[src/rtl/opb_register_bank_ppc2simulink_if.sv]
// OPB slave-side bus bundle for opb_register_bank_ppc2simulink.
// Signals keep OPB big-endian bit numbering ([0:31], bit 0 = MSB).
//   master modport : drives OPB_* request signals, samples Sl_* responses
//   slave modport  : samples OPB_* request signals, drives Sl_* responses
interface opb_register_bank_ppc2simulink_if;
  logic [0:31] OPB_ABus;
  logic [0:3]  OPB_BE;
  logic [0:31] OPB_DBus;
  logic        OPB_RNW;
  logic        OPB_select;
  logic        OPB_seqAddr;
  logic [0:31] Sl_DBus;
  logic        Sl_errAck;
  logic        Sl_retry;
  logic        Sl_toutSup;
  logic        Sl_xferAck;

  modport master (
    output OPB_ABus, OPB_BE, OPB_DBus, OPB_RNW, OPB_select, OPB_seqAddr,
    input  Sl_DBus, Sl_errAck, Sl_retry, Sl_toutSup, Sl_xferAck
  );

  modport slave (
    input  OPB_ABus, OPB_BE, OPB_DBus, OPB_RNW, OPB_select, OPB_seqAddr,
    output Sl_DBus, Sl_errAck, Sl_retry, Sl_toutSup, Sl_xferAck
  );
endinterface

[src/rtl/opb_register_bank_ppc2simulink.sv]
// OPB register bank: C_NUM_REGS software-writable 32-bit registers feeding
// user logic, each with a one-cycle update strobe and a readable 32-bit
// write counter. Byte-enable writes, full readback, errAck on unmapped words.
// Word map (relative to C_BASEADDR, 4 bytes per word):
//   0 .. N-1    user registers (R/W)
//   N .. 2N-1   write counters (RO, writes acked and ignored)
//   2N          commit word when OPB_REG_BANK_SHADOW_EN is defined, else unmapped
//   above       unmapped (xferAck + errAck, read data 0)
// Optional feature macro: OPB_REG_BANK_SHADOW_EN (staged writes + commit word).
// Ports:
//   OPB_Clk, OPB_Rst_n : clock, async active-low reset
//   opb                : OPB slave bus (interface, slave modport)
//   user_data_out      : register i at bits [32i+31:32i]
//   user_data_valid    : per-register one-cycle update strobe
module opb_register_bank_ppc2simulink #(
  parameter logic [31:0] C_BASEADDR   = 32'h0100_0100,
  parameter logic [31:0] C_HIGHADDR   = 32'h0100_01FF,
  parameter int          C_OPB_AWIDTH = 32,
  parameter int          C_OPB_DWIDTH = 32,
  parameter int          C_NUM_REGS   = 4,
  parameter logic [31:0] C_RESET_VAL  = 32'h0,
  parameter string       C_FAMILY     = "virtex6"
) (
  input  logic                             OPB_Clk,
  input  logic                             OPB_Rst_n,
  opb_register_bank_ppc2simulink_if.slave  opb,
  output logic [32*C_NUM_REGS-1:0]         user_data_out,
  output logic [C_NUM_REGS-1:0]            user_data_valid
);
  localparam int N  = C_NUM_REGS;
  localparam int IW = (N > 1) ? $clog2(N) : 1;
  // Unsupported geometry decodes nothing, so a bad build is obvious on the bus.
  localparam bit CFG_OK = (C_OPB_AWIDTH == 32) && (C_OPB_DWIDTH == 32) &&
                          (N >= 1) && (N <= 16) &&
                          ((C_HIGHADDR - C_BASEADDR) >= 32'(4*(2*N+1) - 1));
  // Target family is informational only.
  localparam string unused_family = C_FAMILY;

  typedef enum logic {S_IDLE, S_ACK} state_t;
  typedef enum logic [1:0] {K_REG, K_CNT, K_CMT, K_ERR} kind_t;

  state_t                state_q;
  kind_t                 kind_q;
  logic [IW-1:0]         idx_q;
  logic                  rnw_q;
  logic                  xfer_q, err_q;
  logic [31:0]           rdata_q, rdata_d;
  logic [N-1:0][31:0]    regs_q, cnt_q, rd_src;
  logic [N-1:0]          valid_q;
`ifdef OPB_REG_BANK_SHADOW_EN
  logic [N-1:0][31:0]    shadow_q;
  logic [N-1:0]          dirty_q;
`endif

  // Address decode
  logic [31:0] abus, off, widx, cidx, wdata;
  logic [3:0]  be;
  logic        hit, is_reg, is_cnt, is_cmt;

  assign abus   = opb.OPB_ABus;
  assign off    = abus - C_BASEADDR;
  assign widx   = {2'b00, off[31:2]};
  assign cidx   = widx - 32'(N);
  assign hit    = CFG_OK && opb.OPB_select && (abus >= C_BASEADDR) && (abus <= C_HIGHADDR);
  assign is_reg = widx < 32'(N);
  assign is_cnt = !is_reg && (widx < 32'(2*N));
  // Numeric copies keep MSB alignment: BE[0] lands on be[3], i.e. user byte 3.
  assign wdata  = opb.OPB_DBus;
  assign be     = opb.OPB_BE;

  logic unused_ok;
  assign unused_ok = &{1'b0, off[1:0], opb.OPB_seqAddr};

`ifdef OPB_REG_BANK_SHADOW_EN
  assign is_cmt = (widx == 32'(2*N));
  assign rd_src = shadow_q;   // register reads return the staged value
`else
  assign is_cmt = 1'b0;
  assign rd_src = regs_q;
`endif

  always_comb begin
    rdata_d = '0;
    if (opb.OPB_RNW) begin
      if (is_reg)      rdata_d = rd_src[widx[IW-1:0]];
      else if (is_cnt) rdata_d = cnt_q[cidx[IW-1:0]];
    end
  end

  function automatic logic [31:0] merge(input logic [31:0] old,
                                        input logic [31:0] wd,
                                        input logic [3:0]  ben);
    for (int k = 0; k < 4; k++)
      merge[8*k +: 8] = ben[k] ? wd[8*k +: 8] : old[8*k +: 8];
  endfunction

  always_ff @(posedge OPB_Clk or negedge OPB_Rst_n) begin
    if (!OPB_Rst_n) begin
      state_q  <= S_IDLE;
      kind_q   <= K_ERR;
      idx_q    <= '0;
      rnw_q    <= 1'b1;
      xfer_q   <= 1'b0;
      err_q    <= 1'b0;
      rdata_q  <= '0;
      valid_q  <= '0;
      regs_q   <= {N{C_RESET_VAL}};
      cnt_q    <= '0;
`ifdef OPB_REG_BANK_SHADOW_EN
      shadow_q <= {N{C_RESET_VAL}};
      dirty_q  <= '0;
`endif
    end else begin
      xfer_q  <= 1'b0;
      err_q   <= 1'b0;
      rdata_q <= '0;
      valid_q <= '0;
      unique case (state_q)
        S_IDLE: if (hit) begin
          state_q <= S_ACK;
          xfer_q  <= 1'b1;
          err_q   <= !(is_reg || is_cnt || is_cmt);
          rdata_q <= rdata_d;
          rnw_q   <= opb.OPB_RNW;
          idx_q   <= widx[IW-1:0];
          kind_q  <= is_reg ? K_REG : is_cnt ? K_CNT : is_cmt ? K_CMT : K_ERR;
        end
        S_ACK: begin
          state_q <= S_IDLE;
          // Write data/enables are sampled live; the master holds them through ack.
          if (!rnw_q) begin
            unique case (kind_q)
              K_REG: begin
`ifdef OPB_REG_BANK_SHADOW_EN
                shadow_q[idx_q] <= merge(shadow_q[idx_q], wdata, be);
                dirty_q[idx_q]  <= 1'b1;
`else
                regs_q[idx_q]   <= merge(regs_q[idx_q], wdata, be);
                cnt_q[idx_q]    <= cnt_q[idx_q] + 32'd1;
                valid_q[idx_q]  <= 1'b1;
`endif
              end
              K_CMT: begin
`ifdef OPB_REG_BANK_SHADOW_EN
                for (int i = 0; i < N; i++) begin
                  if (dirty_q[i]) begin
                    regs_q[i]  <= shadow_q[i];
                    cnt_q[i]   <= cnt_q[i] + 32'd1;
                    valid_q[i] <= 1'b1;
                  end
                end
                dirty_q <= '0;
`endif
              end
              default: ;
            endcase
          end
        end
        default: state_q <= S_IDLE;
      endcase
    end
  end

  assign opb.Sl_DBus     = rdata_q;
  assign opb.Sl_xferAck  = xfer_q;
  assign opb.Sl_errAck   = err_q;
  assign opb.Sl_retry    = 1'b0;
  assign opb.Sl_toutSup  = 1'b0;
  assign user_data_out   = regs_q;
  assign user_data_valid = valid_q;
endmodule

[src/flat_wrapper.sv]
// flat-port wrapper written by rule: the top's interface ports become plain ports
module opb_register_bank_ppc2simulink_flat 
#(
  parameter logic [31:0] C_BASEADDR   = 32'h0100_0100,
  parameter logic [31:0] C_HIGHADDR   = 32'h0100_01FF,
  parameter int          C_OPB_AWIDTH = 32,
  parameter int          C_OPB_DWIDTH = 32,
  parameter int          C_NUM_REGS   = 4,
  parameter logic [31:0] C_RESET_VAL  = 32'h0,
  parameter string       C_FAMILY     = "       "
)
  (OPB_Clk, OPB_Rst_n, user_data_out, user_data_valid, opb_OPB_ABus, opb_OPB_BE, opb_OPB_DBus, opb_OPB_RNW, opb_OPB_select, opb_OPB_seqAddr, opb_Sl_DBus, opb_Sl_errAck, opb_Sl_retry, opb_Sl_toutSup, opb_Sl_xferAck);
  opb_register_bank_ppc2simulink_if opb_i ();
  input  logic OPB_Clk;
  input  logic OPB_Rst_n;
  output logic [32*C_NUM_REGS-1:0] user_data_out;
  output logic [C_NUM_REGS-1:0] user_data_valid;
  input wire logic [$bits(opb_i.OPB_ABus)-1:0] opb_OPB_ABus;
  input wire logic [$bits(opb_i.OPB_BE)-1:0] opb_OPB_BE;
  input wire logic [$bits(opb_i.OPB_DBus)-1:0] opb_OPB_DBus;
  input wire logic [$bits(opb_i.OPB_RNW)-1:0] opb_OPB_RNW;
  input wire logic [$bits(opb_i.OPB_select)-1:0] opb_OPB_select;
  input wire logic [$bits(opb_i.OPB_seqAddr)-1:0] opb_OPB_seqAddr;
  output wire logic [$bits(opb_i.Sl_DBus)-1:0] opb_Sl_DBus;
  output wire logic [$bits(opb_i.Sl_errAck)-1:0] opb_Sl_errAck;
  output wire logic [$bits(opb_i.Sl_retry)-1:0] opb_Sl_retry;
  output wire logic [$bits(opb_i.Sl_toutSup)-1:0] opb_Sl_toutSup;
  output wire logic [$bits(opb_i.Sl_xferAck)-1:0] opb_Sl_xferAck;
  assign opb_i.OPB_ABus = opb_OPB_ABus;
  assign opb_i.OPB_BE = opb_OPB_BE;
  assign opb_i.OPB_DBus = opb_OPB_DBus;
  assign opb_i.OPB_RNW = opb_OPB_RNW;
  assign opb_i.OPB_select = opb_OPB_select;
  assign opb_i.OPB_seqAddr = opb_OPB_seqAddr;
  assign opb_Sl_DBus = opb_i.Sl_DBus;
  assign opb_Sl_errAck = opb_i.Sl_errAck;
  assign opb_Sl_retry = opb_i.Sl_retry;
  assign opb_Sl_toutSup = opb_i.Sl_toutSup;
  assign opb_Sl_xferAck = opb_i.Sl_xferAck;
  opb_register_bank_ppc2simulink #(.C_BASEADDR(C_BASEADDR), .C_HIGHADDR(C_HIGHADDR), .C_OPB_AWIDTH(C_OPB_AWIDTH), .C_OPB_DWIDTH(C_OPB_DWIDTH), .C_NUM_REGS(C_NUM_REGS), .C_RESET_VAL(C_RESET_VAL), .C_FAMILY(C_FAMILY)) u_core (.OPB_Clk(OPB_Clk), .OPB_Rst_n(OPB_Rst_n), .opb(opb_i), .user_data_out(user_data_out), .user_data_valid(user_data_valid));
endmodule
[config.mk]
export PLATFORM = sky130hd
export DESIGN_NAME = opb_register_bank_ppc2simulink_flat
export DESIGN_NICKNAME = d
export VERILOG_FILES = /design/src/rtl/opb_register_bank_ppc2simulink_if.sv /design/src/rtl/opb_register_bank_ppc2simulink.sv /design/src/flat_wrapper.sv
export SDC_FILE = /design/constraint.sdc
export NUM_CORES = 1
export LEC_CHECK = 0
export CORE_MARGIN = 3
export CORE_UTILIZATION = 54
export DETAILED_ROUTE_END_ITERATION = 10
export GPL_TIMING_DRIVEN = 0
export PLACE_DENSITY_LB_ADDON = 0.08
export SYNTH_ARGS = -nofsm -noshare
export SYNTH_HDL_FRONTEND = slang
export SYNTH_SLANG_ARGS = --single-unit
export TNS_END_PERCENT = 5
[constraint.sdc]
create_clock -name OPB_Clk -period 3.65 [get_ports OPB_Clk]
set_input_delay 0.365 -clock OPB_Clk [delete_from_list [all_inputs] [get_ports OPB_Clk]]
set_output_delay 0.365 -clock OPB_Clk [all_outputs]
set_load 0.005 [all_outputs]
==> key figures, run 1 <==
Logic synthesis
  – Ys Warns: 0
  – Mean Syn Cell Area: around 11 sq um
  – Cell Area, Synth: about 15000 sq um
  – Compound-cell area share of the yosys netlist: 0.104
  – Mux cell area share after synthesis: 0.226
  – Largest family of logic cells by synthesized area: multiplexers
  – XOR/XNOR share of the synthesized area: 0.0181
  – Ys async rst share: 1.00
  – #FFs+latches synth: 299
  – Area leader, netlist: dfrtp_1
  – Top post-synthesis cells by area: dfrtp_1 49%, mux4_2 19%, nand2_1 6.7%
  – Number of flops mapped to enable cells by yosys: 0
  – Simple-gate share of the synthesized area: 0.118
  – Top FF cell, synth: dfrtp_1
  – Cell count after synthesis: between 1000 and 1500
  – Unique cell type count in the Yosys netlist: 53
  – Adder-cell share of the synthesized area: 0.000833
  – Seq/Total Area, Yosys: 0.498
  – Top-area cell type share of the netlist area: 0.493

CTS
  – CTS tree: yes
  – CTS clk-pin slew, worst paths: 0.06 ns
  – Clock sink count: about 300
  – CTS Buf Count: 31
  – H-tree levels: 1
  – Clock Tree Buf Depth: 3
  – Postcts setup bufs: 0
  – Latest clock arrival within the worst-skew pair: between 0.5 and 0.6 ns
  – Root Buffer: clkbuf_16

Drt
  – # DRC: 0
  – First-pass detailed-route iteration total: 5
  – Via-to-Cell Ratio: about 6.2
  – Vias: approximately 12000
  – Wirelength per Cell: 23.5 microns
  – DRT Wirelength: around 46000 microns
  – 1st-iter DRT viols: 1265
  – Routed Antenna Nets: 0

Setup path
  – Setup slack, reg-to-reg: about 0.21 ns
  – Worst path required time: 4.09 ns
  – Reg-to-Reg Start: u_core.idx_q[1]$_DFFE_PN0P_
  – Slowest cell on crit path: dfrtp_1
  – Crit Path Max Fanout: 10
  – Reg2reg path depth: 9
  – Crit path from: u_core.idx_q[1]$_DFFE_PN0P_
  – Delay-heaviest family, CP: simple AND/OR/NAND/NOR gates
  – Slowest cell delay on critical path: roughly 0.55 ns
  – Worst setup path endpoint: u_core.cnt_q[126]$_DFFE_PN0P_
  – CP startpoint kind: register
  – Setup Crit Path Kind: register to register
  – Crit path depth: 9
  – Crit path cell chain: clkbuf_4, buf_2, mux4_2, ha_1, nand2_1, nor4_4, nand4_1, xnor2_1, mux2_2
  – Crit path DAT: between 3 and 4 ns
  – Setup crit end kind: register
  – Buf/Inv on CP: 2
  – R2R Path End: u_core.cnt_q[126]$_DFFE_PN0P_

Cells and area
  – Leading cell types in the layout, fill and taps excluded: 296 x dfrtp_1, 268 x nand2_1, 227 x clkdlybuf4s50_1
  – Proportion of layout cells with a drive suffix above 1: 0.170
  – Layout area overhead: 25.9%
  – Post-layout net count: 1652
  – Filler instances: 2045
  – Most common cell after layout, fill and taps aside: dfrtp_1
  – Final cell count without fillers: 1974
  – # diodes: 0
  – Fin util: 0.696
  – Design area: between 15000 and 20000 sq um

Die
  – Initial Util: 0.553
  – Total core area: 27200 sq um
  – Die width: 173 microns
  – Die height: 173 microns
  – Std cell rows: 60
  – I/O pins: ~240
  – Die ar.: 29900 sq um

Min path
  – Hold Crit Class: input pin to async pin

GRT
  – GR Overflow Total: 0
  – Gr usage total: 0.309
  – Largest net degree at the start of global routing: 125
  – Vias in the first global route: approximately 12000
  – First-pass GRT wire length: 73000 microns
  – Initial antenna violation count: 0

Run
  – Max Cap Violations: 0

Power and ir drop
  – Cell leakage power: approximately 7.8 nW
  – Power Density: 368 nW/um^2
  – Max IR drop VDD: between 300 and 400 uV

Placed design
  – DP Area: 17800 sq um
  – Placed cells: around 1900
  – Placer Congestion: between 0.8 and 0.9
  – Buffers on Ports: 228
  – DP HPWL: about 32000 microns

STA
  – Endpoints failing setup: 0
  – Layout Skew: ~0.026 ns
  – Period Utilization, post-route: 0.942
  – Slew @ Worst Pin: slightly below 1 ns
  – RSZ-0062 raised after global routing: no
  – Peak Freq: 0.291 GHz
  – Minimum clock period: ~3.4 ns
  – Final TNS setup: 0 ns
  – Slew Limit Fails: 0
  – Final Hold Vio Count: 0
  – Max_slew headroom: 0.354

Status
  – Status: finished clean
==> synth_stat cells, types with 10 or more instances <==
cell type / instances
nor2_1: 75
xor2_1: 19
mux2i_1: 35
nand4_1: 14
nand2_1: 268
buf_2: 13
inv_1: 10
mux2_2: 16
clkbuf_1: 66
dfrtp_1: 296
mux4_2: 127
o21ai_0: 182
nand3_1: 11
xnor2_1: 12
buf_1: 15
a21oi_2: 28
a21oi_1: 63
==> registers in the layout (all words and copies together), names as in the netlist <==
signal	cells
u_core.cnt_q	128
u_core.idx_q	2
u_core.kind_q	2
u_core.opb.Sl_DBus	32
u_core.opb.Sl_errAck	1
u_core.rnw_q	1
u_core.state_q	1
u_core.user_data_out	128
u_core.user_data_valid	4
==> worst min path at each step <==
stage | start | end | slack (ns) | depth (start not counted)
after floorplan | OPB_Rst_n | u_core.cnt_q[0]$_DFFE_PN0P_ | 0.07 | 0
after global placement | u_core.cnt_q[117]$_DFFE_PN0P_ | u_core.cnt_q[117]$_DFFE_PN0P_ | 0.48 | 2
after detailed placement | OPB_Rst_n | u_core.user_data_out[25]$_DFFE_PN0P_ | 0.31 | 1
after CTS | opb_OPB_ABus[4] | u_core.opb.Sl_DBus[0]$_DFF_PN0_ | 0.28 | 3
after global routing | opb_OPB_ABus[4] | u_core.opb.Sl_DBus[0]$_DFF_PN0_ | 0.32 | 3
final | OPB_Rst_n | u_core.user_data_out[25]$_DFFE_PN0P_ | 0.31 | 2
==> through the flow <==
stage	setup WS (ns)	hold WS (ns)	power (W)
finish	0.213	0.313	0.00696
floorplan	1.05	0.0694	0.00350
CTS	0.0833	0.281	0.00698
global placement	-10.65	0.475	0.00368
detailed placement	-0.00823	0.313	0.00369
global route	0.0368	0.317	0.00715
==> per-layer routing <==
layer  part of all wire  global-route usage  vias to the layer above
met2               0.48               0.497                      593
li1                   -                   -                     5246
met5                  0                   0                        -
met4              0.024              0.0801                        0
met3              0.083              0.0531                       76
met1               0.41               0.443                     6242
==> area by class of cell <==
type | count | area [sq um] | area share
Sequential cell | 299 | 7490 | 0.396
Multi-Input combinational cell | 903 | 7040 | 0.372
Timing Repair Buffer | 231 | 2350 | 0.124
Clock buffer | 36 | 825 | 0.0436
Buffer | 102 | 480 | 0.0254
Tap cell | 372 | 465 | 0.0246
Clock inverter | 21 | 243 | 0.0128
Inverter | 10 | 37.5 | 0.00198
==> where the power goes <==
part	switching (W)	leakage, nW	internal (W)	total (W)
Clock	0.00137	0.532	0.00197	0.00333
Combinational	0.000193	3.73	0.000122	0.000315
Sequential	0.000000000134	3.50	0.00331	0.00331
Total	0.00156	7.76	0.00540	0.00696
==> what timing repair did <==
| item | in CTS | in global routing |
|---|---|---|
| gates resized for setup | 1 | 2 |
| endpoints found under the setup margin | 4 | 64 |
| hold buffers | 1 | 0 |
| hold endpoints to repair | 53 | 0 |
==> cells by family (layout without fill, tap and decap cells) <==
| kind of cell | Yosys count | count (layout) |
|---|---|---|
| fa+ha+maj | 1 | 1 |
| other cells | 1 | 2 |
| buf+inv | 113 | 400 |
| xor+xnor | 31 | 31 |
| compound gates | 283 | 283 |
| flops | 299 | 299 |
| simple gates | 408 | 408 |
| mux | 178 | 178 |
No activity file was read; power rests on OpenSTA's default activity.
==> run 2, diff against run 1 <==
Settings changed: MAX_ROUTING_LAYER set to met4.
==> key figures, run 2 (synthesis gave the netlist of run 1 again) <==
STA
  – Endpoints failing setup: 0 (unchanged)
  – RSZ-0062 raised after global routing: no (unchanged)
  – Peak Freq: 0.294 GHz (was 0.291 GHz)
  – Slew Limit Fails: 0 (unchanged)
  – Final TNS setup: 0 ns (unchanged)
  – Final Hold Vio Count: 0 (unchanged)
  – Minimum clock period: 3.40 ns (was 3.44 ns)
  – Period Utilization, post-route: 0.932 (was 0.942)
  – Slew @ Worst Pin: 0.967 ns (was 0.969 ns)
  – Layout Skew: 0.0272 ns (was 0.0256 ns)
  – Max_slew headroom: 0.346 (was 0.354)

Setup path
  – Setup Crit Path Kind: register to register (unchanged)
  – Crit path from: u_core.idx_q[1]$_DFFE_PN0P_ (unchanged)
  – Setup crit end kind: register (unchanged)
  – Crit path DAT: 3.84 ns (was 3.87 ns)
  – Worst path required time: 4.09 ns (about the same)
  – Crit Path Max Fanout: 10 (unchanged)
  – CP startpoint kind: register (unchanged)
  – Reg-to-Reg Start: u_core.idx_q[1]$_DFFE_PN0P_ (unchanged)

Placed design
  – DP Area: 17800 sq um (unchanged)
  – Buffers on Ports: 228 (unchanged)
  – Placer Congestion: 0.873 (was 0.859)
  – DP HPWL: 32100 microns (unchanged)

Drt
  – Via-to-Cell Ratio: 6.17 (was 6.16)
  – Routed Antenna Nets: 0 (unchanged)
  – Wirelength per Cell: 23.5 microns (about the same)
  – DRT Wirelength: 46400 microns (about the same)
  – 1st-iter DRT viols: 1396 (was 1265)
  – First-pass detailed-route iteration total: 6 (was 5)
  – Vias: 12200 (about the same)
  – # DRC: 0 (unchanged)

CTS
  – Root Buffer: clkbuf_16 (unchanged)
  – Postcts setup bufs: 0 (unchanged)
  – Clock sink count: 299 (unchanged)
  – Clock Tree Buf Depth: 3 (unchanged)
  – H-tree levels: 1 (unchanged)
  – CTS Buf Count: 31 (unchanged)
  – CTS clk-pin slew, worst paths: 0.07 ns (was 0.06 ns)
  – CTS tree: yes (unchanged)
  – Latest clock arrival within the worst-skew pair: 0.57 ns (about the same)

Power and ir drop
  – Max IR drop VDD: 309 uV (was 307 uV)
  – Cell leakage power: 7.76 nW (unchanged)
  – Power Density: 368 nW/um^2 (about the same)

Min path
  – Hold Crit Class: input pin to async pin (unchanged)

Die
  – Die ar.: 29900 sq um (unchanged)
  – I/O pins: 241 (unchanged)
  – Total core area: 27200 sq um (unchanged)
  – Die height: 173 microns (unchanged)
  – Initial Util: 0.553 (unchanged)
  – Die width: 173 microns (unchanged)
  – Std cell rows: 60 (unchanged)

GRT
  – GR Overflow Total: 0 (unchanged)
  – Initial antenna violation count: 0 (unchanged)
  – Largest net degree at the start of global routing: 125 (unchanged)
  – Gr usage total: 0.318 (was 0.309)
  – Vias in the first global route: 12500 (about the same)
  – First-pass GRT wire length: 73000 microns (about the same)

Cells and area
  – Filler instances: 2045 (unchanged)
  – Proportion of layout cells with a drive suffix above 1: 0.170 (unchanged)
  – Leading cell types in the layout, fill and taps excluded: 296 x dfrtp_1, 268 x nand2_1, 227 x clkdlybuf4s50_1 (unchanged)
  – Post-layout net count: 1652 (unchanged)
  – # diodes: 0 (unchanged)
  – Layout area overhead: 25.9% (unchanged)
  – Design area: 18900 sq um (unchanged)
  – Most common cell after layout, fill and taps aside: dfrtp_1 (unchanged)

Run
  – Max Cap Violations: 0 (unchanged)

Status
  – Status: finished clean (unchanged)
## run 2: what timing repair did
action	4_1_cts	5_1_grt
gates resized for setup	1	2
endpoints found under the hold margin	53	0
setup endpoints to repair	4	64
hold buffers	1	0
pin swaps	0	0
gates cloned	0	0
## run 2: per-stage QoR
step                std cells  setup slack, ns  hold WS, ns  total power, W  utilization
finish                   1974            0.247        0.311         0.00697        0.696
global route             1974           0.0368        0.317         0.00715        0.696
global placement         1915           -10.65        0.475         0.00368        0.654
CTS                      1975           0.0833        0.281         0.00698        0.696
detailed placement       1917         -0.00823        0.313         0.00369        0.656
floorplan                1315             1.05       0.0694         0.00350            -
## run 2: final cells by class
class	count	area, sq um	share of cell area
inverters	10	37.5	0.00198
clock inverters	21	243	0.0128
repair buffers	231	2350	0.124
plain buffers	102	480	0.0254
clock buffers	36	825	0.0436
multi-input cells	903	7040	0.372
flip-flops and latches	299	7490	0.396
well taps	372	465	0.0246
## run 2: critical path: stages, from the launching register on
cell and delay [ns]:
dfrtp_1 0.55, clkbuf_4 0.36, buf_2 0.35, mux4_2 0.34
ha_1 0.30, nand2_1 0.23, nor4_4 0.43, nand4_1 0.18
xnor2_1 0.22, mux2_2 0.29
## run 2: worst paths after layout
kind | depth (start not counted) | slack (ns) | to
worst max-delay path | 9 | 0.25 | u_core.cnt_q[126]$_DFFE_PN0P_
worst min-delay path | 2 | 0.31 | u_core.user_data_out[25]$_DFFE_PN0P_
worst max register to register | 9 | 0.25 | u_core.cnt_q[126]$_DFFE_PN0P_
worst min register to register | 2 | 0.49 | u_core.rnw_q$_DFFE_PN1P_
max in group asynchronous | 3 | 2.33 | u_core.cnt_q[68]$_DFFE_PN0P_
min in group OPB_Clk | 3 | 0.31 | u_core.opb.Sl_DBus[0]$_DFF_PN0_
## run 2: layer usage
| metal | vias to the layer above | share of wire | track usage |
|---|---|---|---|
| met5 | - | 0 | - |
| met4 | 0 | 0.026 | 0.0791 |
| met3 | 92 | 0.079 | 0.0512 |
| met2 | 570 | 0.48 | 0.497 |
| met1 | 6275 | 0.41 | 0.445 |
| li1 | 5239 | - | - |
## run 2: where the power goes
part	total (W)	switching, W	internal, W
Sequential	0.00331	0.000000000133	0.00331
Combinational	0.000315	0.000194	0.000122
Clock	0.00334	0.00137	0.00197
==> run 3, diff against run 2 <==
Settings changed: REMOVE_ABC_BUFFERS set to 1, SLEW_MARGIN set to 20, TNS_END_PERCENT 5 to 20.
==> key figures, run 3 (synthesis gave the netlist of run 1 again) <==
CTS
  – CTS tree: yes (unchanged)
  – Clock Tree Buf Depth: 3 (unchanged)
  – Latest clock arrival within the worst-skew pair: 0.50 ns (was 0.57 ns)
  – H-tree levels: 2 (was 1)
  – Clock sink count: 299 (unchanged)
  – CTS clk-pin slew, worst paths: 0.06 ns (was 0.07 ns)
  – Root Buffer: clkbuf_16 (unchanged)
  – Resized cells post-CTS: 0 (was 1)
  – CTS Buf Count: 34 (was 31)

Drt
  – Vias: 11300 (was 12200)
  – First-pass detailed-route iteration total: 5 (was 6)
  – Routed Antenna Nets: 0 (unchanged)
  – # DRC: 0 (unchanged)
  – Wirelength per Cell: 19.9 microns (was 23.5 microns)
  – Via-to-Cell Ratio: 5.91 (was 6.17)
  – 1st-iter DRT viols: 862 (was 1396)
  – DRT Wirelength: 38100 microns (was 46400 microns)

Power and ir drop
  – Clock power frac: 0.483 (was 0.479)
  – Max IR drop VDD: 315 uV (was 309 uV)
  – Cell-internal power: 0.00552 W (was 0.00540 W)
  – Cell leakage power: 7.82 nW (was 7.76 nW)
  – Net Sw Frac: 0.215 (was 0.225)
  – Sw Pwr: 0.00151 W (was 0.00157 W)
  – Power Density: 369 nW/um^2 (was 368 nW/um^2)
  – Sequential power share: 0.471 (was 0.475)
  – Comb pwr share: 0.045 (about the same)

Setup path
  – CP startpoint kind: register (unchanged)
  – Reg-to-Reg Start: u_core.idx_q[0]$_DFFE_PN0P_ (was u_core.idx_q[1]$_DFFE_PN0P_)
  – Crit path DAT: 3.67 ns (was 3.84 ns)
  – Slowest cell on crit path: dfrtp_4 (was dfrtp_1)
  – Slowest cell delay on critical path: 0.64 ns (was 0.55 ns)
  – Delay-heaviest family, CP: simple AND/OR/NAND/NOR gates (unchanged)
  – Setup slack, reg-to-reg: 0.36 ns (was 0.25 ns)
  – Reg2reg path depth: 8 (was 9)
  – R2R Path End: u_core.cnt_q[30]$_DFFE_PN0P_ (was u_core.cnt_q[126]$_DFFE_PN0P_)
  – Crit Path Max Fanout: 29 (was 10)
  – Setup Crit Path Kind: register to register (unchanged)
  – Crit path cell chain: buf_16, mux4_2, ha_1, nand2_1, nor4_2, nand4_1, xnor2_1, mux2_2 (was clkbuf_4, buf_2, mux4_2, ha_1, nand2_1, nor4_4, nand4_1, xnor2_1, mux2_2)
  – Setup crit end kind: register (unchanged)
  – Worst path required time: 4.03 ns (was 4.09 ns)
  – Buf/Inv on CP: 1 (was 2)

STA
  – Layout Skew: 0.0130 ns (was 0.0272 ns)
  – Worst Slack Setup Final: 0.363 ns (was 0.247 ns)
  – Final Hold Vio Count: 0 (unchanged)
  – Max_slew headroom: 0.430 (was 0.346)
  – Peak Freq: 0.304 GHz (was 0.294 GHz)
  – RSZ-0062 raised after global routing: no (unchanged)
  – Endpoints failing setup: 0 (unchanged)
  – Slew Limit Fails: 0 (unchanged)
  – Slew @ Worst Pin: 0.842 ns (was 0.967 ns)
  – Minimum clock period: 3.29 ns (was 3.40 ns)
  – Period Utilization, post-route: 0.900 (was 0.932)

Cells and area
  – Proportion of layout cells with a drive suffix above 1: 0.185 (was 0.170)
  – Leading cell types in the layout, fill and taps excluded: 294 x dfrtp_1, 268 x nand2_1, 231 x clkdlybuf4s50_1 (was 296 x dfrtp_1, 268 x nand2_1, 227 x clkdlybuf4s50_1)
  – Layout area overhead: 26.7% (was 25.9%)
  – # diodes: 0 (unchanged)
  – Post-layout net count: 1586 (was 1652)
  – Filler instances: 2059 (was 2045)
  – Most common cell after layout, fill and taps aside: dfrtp_1 (unchanged)
  – Design area: 19000 sq um (was 18900 sq um)

Placed design
  – DP HPWL: 24900 microns (was 32100 microns)
  – Buffers on Ports: 235 (was 228)
  – DP Area: 17900 sq um (was 17800 sq um)
  – DP Worst Slack: 0.00836 ns (was -0.00823 ns)
  – Placer Congestion: 0.777 (was 0.873)

Die
  – Die height: 173 microns (unchanged)
  – Total core area: 27200 sq um (unchanged)
  – I/O pins: 241 (unchanged)
  – Die ar.: 29900 sq um (unchanged)
  – Initial Util: 0.553 (unchanged)
  – Die width: 173 microns (unchanged)
  – Std cell rows: 60 (unchanged)

GRT
  – Gr usage total: 0.267 (was 0.318)
  – First-pass GRT wire length: 63300 microns (was 73000 microns)
  – Largest net degree at the start of global routing: 97 (was 125)
  – Vias in the first global route: 11600 (was 12500)
  – Initial antenna violation count: 0 (unchanged)
  – GR Overflow Total: 0 (unchanged)

Status
  – Status: finished clean (unchanged)

Run
  – Max Cap Violations: 0 (unchanged)

Min path
  – Hold Crit Class: input pin to async pin (unchanged)
-- run 3: changes by cell type in the layout (fill, tap and decap cells not counted), sizes merged --
cell / previous run / this run
bufinv: 5 / 1
clkinv: 13 / 7
clkbuf: 102 / 50
buf: 39 / 32
inv: 11 / 10
clkdlybuf4s50: 227 / 231
-- run 3: power by group through the flow --
stage          clock network, W  logic [W]  registers, W
3_3_place_gp                  0   0.000312       0.00338
6_report                0.00340   0.000319       0.00332
2_1_floorplan                 0  0.0000792       0.00338
4_1_cts                 0.00346   0.000327       0.00331
3_5_place_dp                  0   0.000325       0.00338
5_1_grt                 0.00362   0.000353       0.00331
-- run 3: cell type report --
class / count / area, sq um / area share
clock buffers: 50 / 1050 / 0.0554
clock inverters: 10 / 80.1 / 0.00420
inverters: 10 / 37.5 / 0.00197
multi-input cells: 903 / 7060 / 0.371
flip-flops and latches: 299 / 7490 / 0.393
well taps: 372 / 465 / 0.0244
repair buffers: 264 / 2850 / 0.150
-- run 3: worst max-delay path by stage --
stage	slack [ns]	endpoint	startpoint	cells past startpoint
after floorplan	-6.15	u_core.cnt_q[1]$_DFFE_PN0P_	u_core.idx_q[0]$_DFFE_PN0P_	2
after global placement	-12.20	u_core.cnt_q[1]$_DFFE_PN0P_	u_core.idx_q[0]$_DFFE_PN0P_	2
after detailed placement	0.008	u_core.opb.Sl_DBus[31]$_DFF_PN0_	opb_OPB_ABus[19]	8
after CTS	0.03	u_core.cnt_q[127]$_DFFE_PN0P_	u_core.idx_q[0]$_DFFE_PN0P_	8
after global routing	0.13	u_core.cnt_q[83]$_DFFE_PN0P_	u_core.idx_q[0]$_DFFE_PN0P_	8
final	0.36	u_core.cnt_q[30]$_DFFE_PN0P_	u_core.idx_q[0]$_DFFE_PN0P_	8
-- run 3: repair_timing --
item	CTS	global route
hold buffers	1	0
setup buffers	0	2
endpoints found under the hold margin	35	0
endpoints found under the setup margin	0	49
-- run 3: metrics by stage --
step | power [W] | instances | utilization | TNS, ns | hold slack, ns
finish | 0.00703 | 1908 | 0.701 | 0 | 0.321
global route | 0.00729 | 1908 | 0.701 | 0 | 0.343
CTS | 0.00710 | 1906 | 0.700 | 0 | 0.319
detailed placement | 0.00370 | 1845 | 0.658 | 0 | 0.261
global placement | 0.00369 | 1819 | 0.639 | -4773.95 | 0.477
floorplan | 0.00346 | 1212 | - | -612.76 | 0.0694
-- run 3: metal layers --
| metal | share of wire | track usage | routed length (microns) | up-vias |
|---|---|---|---|---|
| li1 | - | - | - | 5111 |
| met1 | 0.45 | 0.381 | 17200 | 5775 |
| met2 | 0.48 | 0.415 | 18100 | 362 |
| met3 | 0.062 | 0.0472 | 2370 | 33 |
| met4 | 0.0098 | 0.0483 | 371 | 0 |
| met5 | 0 | - | 0 | - |
